### src/rtl/register_scoreboard.sv
// rtl/register_scoreboard.sv - in-flight register write tracker with decode-stage interlock
module register_scoreboard (
    input  logic        clk,
    input  logic        rst,
    input  logic [4:0]  id_rs1,
    input  logic [4:0]  id_rs2,
    input  logic        id_use_rs1,
    input  logic        id_use_rs2,
    input  logic        issue_valid,
    input  logic        issue_regwrite,
    input  logic [4:0]  issue_rd,
    input  logic        wb_valid,
    input  logic        wb_regwrite,
    input  logic [4:0]  wb_rd,
    input  logic        flush,
    output logic        stall,
    output logic [31:0] pending,
    output logic [15:0] stall_cycles,
    output logic        sb_error
);

    // Per-register count of writes between issue and write-back; entry 0 stays zero.
    logic [1:0] cnt      [32];
    logic [1:0] cnt_next [32];

    logic       iss;
    logic       ret;
    logic       rs1_ret;
    logic       rs2_ret;
    logic       hazard_rs1;
    logic       hazard_rs2;
    logic       err_event;

    // Hazard detection: a producer retiring this cycle is forwarded, so it cancels one count.
    always_comb begin
        ret        = wb_valid & wb_regwrite & (wb_rd != 5'd0);
        rs1_ret    = ret & (wb_rd == id_rs1);
        rs2_ret    = ret & (wb_rd == id_rs2);
        hazard_rs1 = id_use_rs1 & (id_rs1 != 5'd0) & (cnt[id_rs1] != {1'b0, rs1_ret});
        hazard_rs2 = id_use_rs2 & (id_rs2 != 5'd0) & (cnt[id_rs2] != {1'b0, rs2_ret});
        stall      = ~flush & (hazard_rs1 | hazard_rs2);
        iss        = issue_valid & ~stall & issue_regwrite & (issue_rd != 5'd0);
    end

    // Next counter values with saturation at both ends; saturation flags an error.
    always_comb begin
        err_event   = 1'b0;
        cnt_next[0] = 2'd0;
        for (int r = 1; r < 32; r++) begin
            cnt_next[r] = cnt[r];
            if ((iss && (issue_rd == 5'(r))) && !(ret && (wb_rd == 5'(r)))) begin
                if (cnt[r] == 2'd3) begin
                    err_event = 1'b1;
                end else begin
                    cnt_next[r] = cnt[r] + 2'd1;
                end
            end else if (!(iss && (issue_rd == 5'(r))) && (ret && (wb_rd == 5'(r)))) begin
                if (cnt[r] == 2'd0) begin
                    err_event = 1'b1;
                end else begin
                    cnt_next[r] = cnt[r] - 2'd1;
                end
            end
        end
    end

    // Pending view: one bit per register with any write still in flight.
    always_comb begin
        pending = 32'd0;
        for (int r = 1; r < 32; r++) begin
            pending[r] = (cnt[r] != 2'd0);
        end
    end

    // State update: reset wins, flush clears counters only, stall counter saturates.
    always_ff @(posedge clk) begin
        if (!rst) begin
            for (int r = 0; r < 32; r++) begin
                cnt[r] <= 2'd0;
            end
            sb_error     <= 1'b0;
            stall_cycles <= 16'd0;
        end else begin
            for (int r = 0; r < 32; r++) begin
                cnt[r] <= flush ? 2'd0 : cnt_next[r];
            end
            if (err_event && !flush) begin
                sb_error <= 1'b1;
            end
            if (stall && (stall_cycles != 16'hFFFF)) begin
                stall_cycles <= stall_cycles + 16'd1;
            end
        end
    end

endmodule

### config.mk
export PLATFORM = sky130hd
export DESIGN_NAME = register_scoreboard
export DESIGN_NICKNAME = d
export VERILOG_FILES = /design/src/rtl/register_scoreboard.sv
export SDC_FILE = /design/constraint.sdc
export NUM_CORES = 1
export LEC_CHECK = 0
export ABC_AREA = 1
export CORE_MARGIN = 2
export CORE_UTILIZATION = 50
export DETAILED_ROUTE_END_ITERATION = 6
export GPL_TIMING_DRIVEN = 0
export PLACE_DENSITY = 0.77
export SLEW_MARGIN = 20
export SYNTH_ARGS = -nofsm -noshare
export SYNTH_HDL_FRONTEND = slang
export SYNTH_SLANG_ARGS = --single-unit
### constraint.sdc
create_clock -name clk -period 4.6 [get_ports clk]
set_input_delay 0.92 -clock clk [delete_from_list [all_inputs] [get_ports clk]]
set_output_delay 0.92 -clock clk [all_outputs]
set_load 0.03 [all_outputs]
==> metrics.yaml <==
drt:
  wl_met3_um: 2360
  route.met2.wl_um: 11700
  dr.first_iter.drc_count: 944
  wl_met1_um: 11500
  ant_nets: 0
  routed_via_density: 5.59
  routed_wl_um: 26700
  top_layer: "met4"
  dr.pass1.iters: 5
  num_vias: 8641
  post_drt_wl_per_cell_um: 17.2
  drc: 0
clocking:
  clock_latency_ps: 360
  cts_tree: "built"
  clkSinkCount: 79
  cts.clk_slew.worst_paths_ps: 60
  clk_path_buf_depth: 2
  cts_buffers: 9
  root_buffer: "clkbuf_16"
  h-tree-depth: 3
timing:
  fmax_mhz: 230
  post-route-period-util_pct: 94.6
  slew_headroom_pct: 42.3
  skew_ps: 8.19
  post-route-min-period_ps: 4350
  whs_ps: 442
  setup_violations: 0
  rsz0062_at_grt: "no"
  fin_ws_ps: 247
  maxSlewViolCount: 0
  worst_slew_pin_slew_ps: 865
  hold_viol: 0
synthesis:
  yosys_warnings: 0
  syn_area_per_cell_um2: 5.84
  synth.area.top_cells: "dfxtp_1 21%, nand2_1 17%, ha_1 11%, inv_1 11%, a21oi_1 7.8%"
  syn_area_um2: 7420
  postSynthCellCount: 1269
  synth_area_leader_cell: "dfxtp_1"
  synth.net_count: 1361
  synth_commonest_cells: "326 x nand2_1, 208 x inv_1, 136 x nor2_1"
  synth.most_common_cell: "nand2_1"
  async_flop_share_pct: 0
  yosysSeqAreaShare_pct: 21.3
  synthFlopType: "dfxtp_1"
  synth_cell_types: 39
  ys_ff_latch: 79
  synth_edf_count: 0
  synth_top_cell_area_share_pct: 21.3
worst_hold_path:
  min_from: "sb_error"
  worstHoldPathType: "reg2reg"
flow_run:
  maxCapViolCount: 0
global_routing:
  grt_max_degree: 16
  antenna_found_initial: 0
  grt_overflow_total: 0
  grt.total_usage_pct: 33.6
  grt_pass1_vias: 8008
  grt_pass1_wl_um: 41800
floorplanning:
  boundaryPins: 79
  die_area_um2: 15800
  dieWidth_um: 126
  fp-row-count: 44
  die_height_um: 126
  start_util_pct: 51.0
  coreArea_um2: 14500
place:
  place.gp.congestion: 1.08
  place_ws_ps: -640
  place_area_um2: 8360
  dp_cells: 1524
  port_buffers: 71
  dp_hpwl_um: 20900
setup_path:
  reg2reg_from: "cnt[26][0]"
  cp-start-kind: "input pin"
  crit_start: "id_rs1[1]"
  cp-end-kind: "register"
  critPathKind: "in2reg"
  cp.arrival_ps: 4610
  crit_fanout: 10
  cp.required_ps: 4850
status:
  outcome: "finished, final reports clean"
power:
  power_leakage_nw: 3.74
  ir_worst_vdd_mv: 0.183
  power_density_nw_per_um2: 198
finish:
  finalCoreUtilization_pct: 60.5
  fin_nets: 1450
  syn2layout_area_growth_pct: 18.6
  diodes: 0
  finalInstanceArea_um2: 8800
  drive_above_1_share_pct: 6.60
  stdcell_count: 1547
-- logic make-up (layout without fill, tap and decap cells) --
family	count (synthesis)	after routing	synth area share, %
buffers and inverters	268	362	14.1
AOI/OAI and AO/OA	216	216	15.9
DFF	79	79	21.3
adders and majority gates	65	65	10.9
and+or+nand+nor	617	617	35.0
xor gates and xnor gates	23	23	2.72
other	1	1	0.0506
-- repair_timing --
action,4_1_cts,5_1_grt
gates resized for setup,12,24
hold buffers,0,0
pin swaps,3,5
setup endpoints to repair,1,1
cloned,0,0
hold endpoints to repair,0,0
buffers inserted,1,6
-- power breakdown --
group	internal, mW	total [mW]	switching [mW]
sequential	0.687	0.691	0.00378
combinational	0.0893	0.286	0.197
clock	0.426	0.765	0.338
-- cell type report --
class                   instances  area [um^2]
plain buffers                  34          189
clock buffers                   9          225
clock inverters                 7         80.1
fillers                      1485         5740
inverters                     234          885
multi-input cells             922         4850
flip-flops and latches         79         1580
well taps                     184          230
repair buffers                 78          761
-- metal layers --
layer / up-vias / GRT usage, %
met1: 3904 / 44.9
li1: 4244 / -
met4: 0 / 14.5
met3: 69 / 5.52
met5: - / 0
met2: 424 / 53.6
-- placed cells by master, fill, tap and decap left out, drive strengths merged, types with 28 or more instances in the layout --
cell type	n
nor2	142
o21ai	62
inv	234
nand2	329
a21oi	116
dfxtp	79
clkdlybuf4s50	63
buf	28
ha	63
nand3	98
-- worst paths after layout --
path / end / slack [ps] / cells past startpoint
setup / recovery: sb_error / 250 / 27
hold / removal: sb_error / 440 / 2
setup reg to reg: sb_error / 770 / 27
hold reg to reg: sb_error / 440 / 2
-- metrics by stage --
step / setup TNS [ps] / power [mW]
floorplan: 0 / 0.867
global placement: -657 / 0.971
detailed placement: -640 / 0.972
CTS: 0 / 1.72
global route: 0 / 1.79
finish: 0 / 1.74
-- worst max-delay path: stages --
cell and delay, ps:
buf_2 190, nor2_2 420, a21oi_1 120, nand3_1 120
nand3_1 90, nand3_1 140, nand2_1 70, nand2_1 50
nand3_1 60, nand2_1 120, nand2_4 110, nand2_4 110
nand2_4 80, nor2_4 220, buf_6 190, nand2_1 90
inv_2 50, ha_1 170, inv_1 60, a31oi_1 190
o22ai_1 110, a221oi_2 260, nand3_1 200, nor2_2 190
nand3_1 120, nand2_1 100, nand2_1 50
-- registers in the layout, indices dropped and copies added, names as in the netlist --
register	cells
sb_error	1
stall_cycles	16
cnt	62
Note: power is estimated with default switching activity, not from simulation.
